## config.mk

```make
export PLATFORM = sky130hd
export DESIGN_NAME = cpu_pipe_ctrl
export DESIGN_NICKNAME = d
export VERILOG_FILES = /design/src/rtl/cpu_pkg.sv /design/src/rtl/sat_counter.sv /design/src/rtl/cpu_pipe_ctrl.sv
export SDC_FILE = /design/constraint.sdc
export NUM_CORES = 1
export LEC_CHECK = 0
export ABC_AREA = 1
export CORE_ASPECT_RATIO = 1.5
export CORE_MARGIN = 2
export CORE_UTILIZATION = 30
export DETAILED_ROUTE_END_ITERATION = 8
export SYNTH_ARGS = -nofsm -noshare
export SYNTH_HDL_FRONTEND = slang
export SYNTH_SLANG_ARGS = --single-unit
```

## constraint.sdc

```tcl
create_clock -name clk -period 1.45 [get_ports clk]
set_input_delay 0.29 -clock clk [delete_from_list [all_inputs] [get_ports clk]]
set_output_delay 0.29 -clock clk [all_outputs]
set_load 0.05 [all_outputs]
```

## src/rtl/cpu_pkg.sv

```systemverilog
// Shared types for the CPU pipeline controller: FSM state encoding,
// the per-cycle control bundle and the default stall-counter width.
package cpu_pkg;

    localparam int unsigned CNT_W_DEF = 16;

    typedef enum logic [1:0] {
        RUN   = 2'd0,
        STALL = 2'd1,
        FLUSH = 2'd2,
        HALT  = 2'd3
    } pipe_state_t;

    typedef struct packed {
        logic pc_en;
        logic ifd_en;
        logic pipe_en;
        logic dec_bubble;
        logic if_flush;
    } pipe_ctrl_t;

    localparam pipe_ctrl_t PIPE_RUN  = '{pc_en: 1'b1, ifd_en: 1'b1, pipe_en: 1'b1,
                                         dec_bubble: 1'b0, if_flush: 1'b0};
    localparam pipe_ctrl_t PIPE_IDLE = '{pc_en: 1'b0, ifd_en: 1'b0, pipe_en: 1'b0,
                                         dec_bubble: 1'b0, if_flush: 1'b0};

endpackage

```

## src/rtl/sat_counter.sv

```systemverilog
// Saturating up-counter with synchronous clear; clear wins over increment.
module sat_counter
    import cpu_pkg::*;
#(
    parameter int unsigned W = CNT_W_DEF
) (
    input  logic         clk,
    input  logic         rst_n,
    input  logic         inc,
    input  logic         clr,
    output logic [W-1:0] cnt
);

    always_ff @(posedge clk or negedge rst_n) begin
        if (!rst_n) begin
            cnt <= '0;
        end else if (clr) begin
            cnt <= '0;
        end else if (inc && (cnt != {W{1'b1}})) begin
            cnt <= cnt + W'(1);
        end
    end

endmodule

```

## src/rtl/cpu_pipe_ctrl.sv

```systemverilog
// Pipeline stall/flush/halt controller for a five-stage core, with a
// saturating count of cycles in which the PC was held.
module cpu_pipe_ctrl
    import cpu_pkg::*;
#(
    parameter int unsigned CNT_W = CNT_W_DEF
) (
    input  logic             clk,
    input  logic             rst_n,
    input  logic             rw_stall,
    input  logic             jb_stall,
    input  logic             br_taken,
    input  logic             mem_busy,
    input  logic             halt,
    input  logic             cnt_clr,
    output logic             pc_en,
    output logic             ifd_en,
    output logic             pipe_en,
    output logic             dec_bubble,
    output logic             if_flush,
    output logic             halted,
    output logic [CNT_W-1:0] stall_cnt
);

    pipe_state_t state_q;
    pipe_state_t state_d;
    pipe_ctrl_t  ctrl;
    logic        cnt_inc;

    // State and halted flag
    always_ff @(posedge clk or negedge rst_n) begin
        if (!rst_n) begin
            state_q <= RUN;
            halted  <= 1'b0;
        end else begin
            state_q <= state_d;
            halted  <= (state_d == HALT);
        end
    end

    // Request resolution: halt > mem_busy > br_taken > jb_stall > rw_stall
    always_comb begin
        ctrl    = PIPE_RUN;
        state_d = state_q;
        if ((state_q == HALT) || halt) begin
            ctrl    = PIPE_IDLE;
            state_d = HALT;
        end else if (mem_busy) begin
            ctrl = PIPE_IDLE;
        end else begin
            if (br_taken) begin
                ctrl.if_flush = 1'b1;
                state_d       = FLUSH;
            end else if (jb_stall || rw_stall) begin
                ctrl.pc_en      = 1'b0;
                ctrl.ifd_en     = 1'b0;
                ctrl.dec_bubble = 1'b1;
                state_d         = STALL;
            end else begin
                state_d = RUN;
            end
            // One bubble squashes the wrong-path instruction now sitting in DEC
            if (state_q == FLUSH) begin
                ctrl.dec_bubble = 1'b1;
            end
        end
    end

    assign pc_en      = ctrl.pc_en;
    assign ifd_en     = ctrl.ifd_en;
    assign pipe_en    = ctrl.pipe_en;
    assign dec_bubble = ctrl.dec_bubble;
    assign if_flush   = ctrl.if_flush;

    assign cnt_inc = !ctrl.pc_en && (state_d != HALT);

    sat_counter #(
        .W(CNT_W)
    ) u_stall_cnt (
        .clk  (clk),
        .rst_n(rst_n),
        .inc  (cnt_inc),
        .clr  (cnt_clr),
        .cnt  (stall_cnt)
    );

endmodule

```

==> key figures, run 1 <==
Worst setup path
  • CP Data Required Time: roughly 1.2 ns
  • Worst Reg2Reg Path Length in Cells: 10
  • CP max-delay cell: dfrtp_1
  • Max incr delay on CP: around 0.4 ns
  • Worst path arrival time: 1.23 ns
  • Crit Path Max Fanout: 4
  • R2R Setup Slk: -0.02 ns
  • CP Launch Type: flop
  • Largest delay share family, worst path: flip-flops
  • Stages on the worst setup path: 6
  • Most frequent CP cell: nand2_4
  • Critical path, cell by cell: nand2_2 > nand2_4 > inv_4 > nand2_4 > nor2_2 > buf_12
  • CP Capture Type: primary output
  • Worst Path Buf+Inv: 2
  • CP Class: flop to primary output

Detailed routing
  • Routed Antenna Nets: 0
  • Remaining DRCs: 0
  • Via/cell ratio: 4.75
  • Routed WL: 3.69 mm
  • Via count: about 1400
  • DR pass1 iterations: 4
  • Starting DRT DRC Count: 25
  • Avg WL per Cell: approximately 13 um

Timing
  • Max-slew violation count: 0
  • Fmax: approximately 0.66 GHz
  • Setup violators final: 9
  • Setup ws final: -0.0728 ns
  • Final Hold Vio Count: 0
  • Min cycle time layout: ~1.5 ns
  • Final worst path period share: 1.05
  • RSZ-0062 raised after global routing: yes
  • Clock Skew: roughly 0.0076 ns
  • Max-slew headroom: 0.786
  • Worst hold slack: about 0.36 ns
  • Worst slew pin tran: ~0.32 ns

Die
  • Die width: roughly 56 um
  • CORE AREA: 3920 um^2
  • Ports: 30
  • Die Ht: approximately 82 um
  • Die area: around 4600 um^2
  • Initial Util: 0.313
  • Cell row count: 28

Synthesis
  • Syn Nets: 191
  • Top post-synthesis cells by area: dfrtp_1, nand2_1, inv_1, nand3_1, nor2_1
  • Flops & latches, synth: 19
  • Synth warnings: 0
  • Area leader, netlist: dfrtp_1
  • Unique masters post-synth: 20
  • Top cell type's share of synthesized area: 0.387
  • Syn Area/Cell: 6.74 um^2
  • Post-Synthesis Cells: 182
  • Register area share after synthesis: 0.387
  • Syn Std Cell Area: roughly 1200 um^2

GRT
  • Pin count of the biggest net entering global routing: 20
  • Wire length of the first global-routing pass: between 6 and 7 mm
  • Grt total ovfl: 0
  • Vias in the first global route: approximately 1400
  • GRT Util Overall: 0.165
  • Initial antenna violation count: 0

Layout
  • Proportion of layout cells with a drive suffix above 1: 0.451
  • Fin area: ~2200 um^2
  • Inserted Diodes: 0
  • FF+latch area: just under 500 um^2
  • Final #Nets: about 260
  • Layout fillers: 357
  • Layout area overhead: 83.1%
  • Multi-input combinational cell area: a little under 800 um^2

Clock tree
  • Clock Pin Slew Worst Setup and Hold Paths: approximately 0.080 ns
  • Sink Count: 19
  • Cts-stage hold buffer count: 0
  • CTS tree: done
  • Deepest clock path buffer count: 2
  • CTS Buf Count: 3
  • CTS H-tree lvls: 1
  • Root Buffer: clkbuf_8
  • Worst skew pair latency: between 0.2 and 0.3 ns

Hold path
  • Worst hold path class: primary input to asynchronous set/reset pin

Run status
  • Status: complete, but fails checks
  • Failing checks: setup timing

Place
  • Port Buffers: 29
  • GP Congestion: just under 0.9
  • Post-DP Area: 2040 um^2
  • Final HPWL DP: about 2.7 mm

Power and ir drop
  • Cell Pwr Density: about 450 nW/um^2
  • Leak: about 1.1 nW
  • Peak supply drop: 0.000430 V

Flow run
  • Max-cap violations: 0
cells in the mapped netlist:
library cell / n
nand2_1: 75
inv_1: 20
dfrtp_1: 19
nor2_1: 17
nand3_1: 15
nand4_1: 6
o21ai_0: 6
o21bai_1: 4
a21oi_1: 3
nor2_4: 3
xor2_1: 3
nand3b_1: 2
nor2_2: 2
a31oi_1: 1
buf_4: 1
buf_6: 1
clkbuf_1: 1
ha_1: 1
nand2_2: 1
xnor2_1: 1
sequential cells by signal, indices dropped and copies added, names as in the netlist:
| signal | flops |
|---|---|
| u_stall_cnt.cnt | 16 |
| state_q | 2 |
| halted | 1 |
repair_timing:
action                     CTS  global route
gates cloned                 0             1
setup endpoints to repair    5            18
pin swaps                    5             3
gates resized for setup     22            19
setup buffers                3             3
worst reg2reg max path: stages (launching register included):
cell and delay [ns]:
dfrtp_2 0.39, ha_4 0.15, nand2_4 0.06, nor2_4 0.14
nand2_4 0.08, nor2_4 0.10, nor2_4 0.05, nor2_4 0.15
clkbuf_16 0.18, nand2_1 0.05, nand2_1 0.05
report_power, final:
part           switching, mW  total [mW]  internal (mW)
Sequential                 0       0.529          0.529
Combinational         0.0462      0.0872         0.0410
Clock                  0.196       0.387          0.191
final timing paths:
check                                               startpoint                         endpoint
worst max-delay path                      state_q[1]$_DFF_PN0_                         if_flush
worst min-delay path                                     rst_n  u_stall_cnt.cnt[15]$_DFFE_PN0P_
worst max register to register  u_stall_cnt.cnt[1]$_DFFE_PN0P_   u_stall_cnt.cnt[5]$_DFFE_PN0P_
worst min register to register  u_stall_cnt.cnt[3]$_DFFE_PN0P_   u_stall_cnt.cnt[3]$_DFFE_PN0P_
max in group asynchronous                                rst_n   u_stall_cnt.cnt[0]$_DFFE_PN0P_
min in group clk                                          halt                 halted$_DFF_PN0_
layout by cell type, fill, tap and decap left out, drive strengths merged, types with 2 or more instances in the layout:
cell,instances
nand2,76
buf,55
nor2,22
inv,20
dfrtp,19
nand3,15
nand4,6
o21ai,6
clkbuf,5
o21bai,4
xor2,3
dlygate4sd2,3
a21oi,3
nand3b,2
clkdlybuf4s50,2
cell families after synthesis:
| family | synth area share |
|---|---|
| AND/OR/NAND/NOR | 0.428 |
| buffers and inverters | 0.0795 |
| flip-flops | 0.387 |
| AO/OA/AOI/OAI | 0.0663 |
| XOR/XNOR | 0.0285 |
| adder cells (fa/ha/maj) | 0.0102 |
final cells by class:
class,count,area share
clock buffers,3,0.0184
clock inverters,1,0.00223
inverters,20,0.0345
multi-input cells,140,0.351
flip-flops and latches,19,0.218
well taps,45,0.0251
repair buffers,63,0.350
through the flow:
| step | setup WS (ns) | setup TNS [ns] | util | cells | power, mW |
|---|---|---|---|---|---|
| 6_report | -0.0728 | -0.218 | 0.573 | 291 | 1.00 |
| 5_1_grt | -0.129 | -1.24 | 0.573 | 291 | 1.04 |
| 4_1_cts | -0.0597 | -0.165 | 0.549 | 287 | 0.997 |
| 3_5_place_dp | -0.379 | -5.17 | 0.521 | 280 | 0.611 |
| 3_3_place_gp | -0.348 | -4.60 | 0.521 | 280 | 0.610 |
| 2_1_floorplan | -0.280 | -2.77 | - | 182 | 0.559 |
metal layers:
layer  GRT usage  vias up  wire [um]
li1            -      701          -
met1       0.196      637       1460
met2       0.302       32       2000
met3      0.0171       11        124
met4      0.0690        0        104
met5           0        -          0
Note: power is estimated with default switching activity, not from simulation.
==> run 2: changes to the inputs <==
--- a/config.mk
+++ b/config.mk
@@ -6,10 +6,13 @@
 export NUM_CORES = 1
 export LEC_CHECK = 0
 export ABC_AREA = 1
+export CELL_PAD_IN_SITES_DETAIL_PLACEMENT = 1
+export CELL_PAD_IN_SITES_GLOBAL_PLACEMENT = 1
 export CORE_ASPECT_RATIO = 1.5
 export CORE_MARGIN = 2
 export CORE_UTILIZATION = 30
 export DETAILED_ROUTE_END_ITERATION = 8
+export PLACE_DENSITY_LB_ADDON = 0.1
 export SYNTH_ARGS = -nofsm -noshare
 export SYNTH_HDL_FRONTEND = slang
 export SYNTH_SLANG_ARGS = --single-unit
==> run 2 against run 1 <==
The run still ends with setup timing left. Worst setup slack got worse by 0.019 ns. Sequential share of layout area fell by 0.51 points. Via count up 5.6%. Worst hold slack gained 0.0070 ns. Utilization up 1.4 points. Fmax down 1.3%. Critical path depth stayed put. Clock power is 3% higher. Non-clock buffer count increased by 5. Clock skew decreased by 0.0046 ns.
==> key figures, run 2 (same netlist as run 1, synthesis figures left out) <==
Clock tree
  • Cts-stage hold buffer count: 0
  • CTS Buf Count: 3
  • Sink Count: 19
  • CTS tree: done
  • Root Buffer: clkbuf_8
  • Worst skew pair latency: between 0.2 and 0.3 ns
  • Deepest clock path buffer count: 2
  • CTS H-tree lvls: 1
  • Clock Pin Slew Worst Setup and Hold Paths: 0.08 ns

Timing
  • RSZ-0062 raised after global routing: yes
  • Worst slew pin tran: between 0.3 and 0.4 ns
  • Final Hold Vio Count: 0
  • Final worst path period share: 1.06
  • Setup violators final: 9
  • Max-slew headroom: 0.764
  • Min cycle time layout: ~1.5 ns
  • Clock Skew: slightly above 0.003 ns
  • Fmax: roughly 0.65 GHz
  • Setup ws final: -0.0921 ns
  • Max-slew violation count: 0

Place
  • GP Congestion: between 0.8 and 0.9
  • Final HPWL DP: ~3.6 mm
  • DP Cell Count: between 200 and 300
  • Port Buffers: 29

Die
  • CORE AREA: 3920 um^2
  • Initial Util: 0.313
  • Die width: about 56 um
  • Die area: 4630 um^2
  • Die Ht: around 82 um
  • Ports: 30
  • Cell row count: 28

Detailed routing
  • Routed Antenna Nets: 0
  • Via/cell ratio: roughly 5
  • DR pass1 iterations: 3
  • Routed WL: approximately 4.7 mm
  • Via count: roughly 1500
  • Avg WL per Cell: between 15 and 20 um
  • Remaining DRCs: 0
  • Starting DRT DRC Count: 27

Layout
  • Final #Nets: approximately 260
  • Top reg by flops: u_stall_cnt.cnt
  • Layout area overhead: 87.5%
  • Post-route insts no fill: about 300
  • Largest regs: u_stall_cnt.cnt: 16 flops, state_q: 2 flops, halted: 1 flops
  • Commonest non-fill, non-tap cell in the layout: nand2_1
  • Proportion of layout cells with a drive suffix above 1: 0.486
  • Number of flip-flops in the largest register: 16
  • Inserted Diodes: 0
  • Layout fillers: 489
  • Most frequent cells in the layout: nand2_1, buf_4, buf_12

GRT
  • GRT Util Overall: 0.208
  • Initial antenna violation count: 0
  • Pin count of the biggest net entering global routing: 20
  • Vias in the first global route: ~1600
  • Wire length of the first global-routing pass: 7.45 mm
  • Grt total ovfl: 0

Worst setup path
  • CP Data Required Time: 1.16 ns
  • Worst R2R Start: u_stall_cnt.cnt[1]$_DFFE_PN0P_
  • Worst path arrival time: roughly 1.3 ns
  • CP Class: flop to primary output
  • Reg-to-Reg End: u_stall_cnt.cnt[9]$_DFFE_PN0P_
  • CP Launch Type: flop
  • CP Capture Type: primary output
  • Worst Reg2Reg Path Length in Cells: 10
  • R2R Setup Slk: -0.02 ns
  • Crit Path Max Fanout: 4

Power and ir drop
  • Cell Pwr Density: 442 nW/um^2
  • Pwr Total: a little over 1 mW
  • Leak: approximately 1.1 nW
  • Peak supply drop: about 0.00035 V

Flow run
  • Max-cap violations: 0

Hold path
  • Worst hold path class: primary input to asynchronous set/reset pin

Run status
  • Failing checks: setup timing
  • Status: complete, but fails checks
-- run 2: cell types whose count changed in the layout (fill, tap and decap cells not counted), sizes merged --
| cell | delta |
|---|---|
| buf | +6 |
| clkbuf | -2 |
| dlygate4sd2 | +1 |
-- run 2: final cells by class --
| cell class | count | area [um^2] | share of cell area |
|---|---|---|---|
| timing repair buffer | 68 | 806 | 0.350 |
| tap | 45 | 56.3 | 0.0245 |
| clock inverter | 1 | 5.00 | 0.00218 |
| multi-input combinational | 140 | 825 | 0.358 |
| sequential | 19 | 490 | 0.213 |
| inverter | 20 | 77.6 | 0.0337 |
| clock buffer | 3 | 41.3 | 0.0179 |
-- run 2: what timing repair did --
item	in CTS	in global routing
endpoints found under the hold margin	0	0
setup endpoints to repair	18	20
gates resized for setup	27	24
pin swaps	7	10
buffers inserted	4	3
-- run 2: worst max-delay path by stage --
| stage | from | endpoint | slack [ns] | depth (start not counted) |
|---|---|---|---|---|
| 3_5_place_dp | rw_stall | pc_en | -0.45 | 5 |
| 6_report | state_q[1]$_DFF_PN0_ | dec_bubble | -0.09 | 6 |
| 3_3_place_gp | rw_stall | ifd_en | -0.33 | 5 |
| 5_1_grt | state_q[1]$_DFF_PN0_ | dec_bubble | -0.14 | 6 |
| 4_1_cts | state_q[0]$_DFF_PN0_ | dec_bubble | -0.10 | 6 |
| 2_1_floorplan | state_q[1]$_DFF_PN0_ | dec_bubble | -0.28 | 5 |
-- run 2: where the power goes --
part	internal, mW	switching (mW)
clock network	0.192	0.208
registers	0.529	0
logic	0.0363	0.0513
total	0.757	0.259
-- run 2: per-layer routing --
| layer | part of all wire | GRT usage | up-vias |
|---|---|---|---|
| met1 | 0.37 | 0.206 | 714 |
| met4 | 0.012 | 0.0595 | 0 |
| met5 | 0 | 0 | - |
| li1 | - | - | 713 |
| met2 | 0.59 | 0.441 | 25 |
| met3 | 0.025 | 0.0265 | 6 |
-- run 2: worst max-delay path, stage by stage, from the launching register on --
cell and delay, ns:
dfrtp_1 0.40, nand2_2 0.09, nand2_4 0.07, inv_4 0.07, nand2_4 0.06, a21oi_4 0.14, buf_12 0.15
-- run 2: stage by stage --
step	area (um^2)	TNS, ns	setup slack [ns]	util	hold slack [ns]
3_3_place_gp	2080	-4.49	-0.326	0.529	0.498
6_report	2300	-0.249	-0.0921	0.586	0.363
2_1_floorplan	1280	-2.77	-0.280	-	-0.00559
4_1_cts	2210	-0.226	-0.102	0.564	0.380
5_1_grt	2300	-0.981	-0.140	0.586	0.399
3_5_place_dp	2080	-7.52	-0.455	0.529	0.535
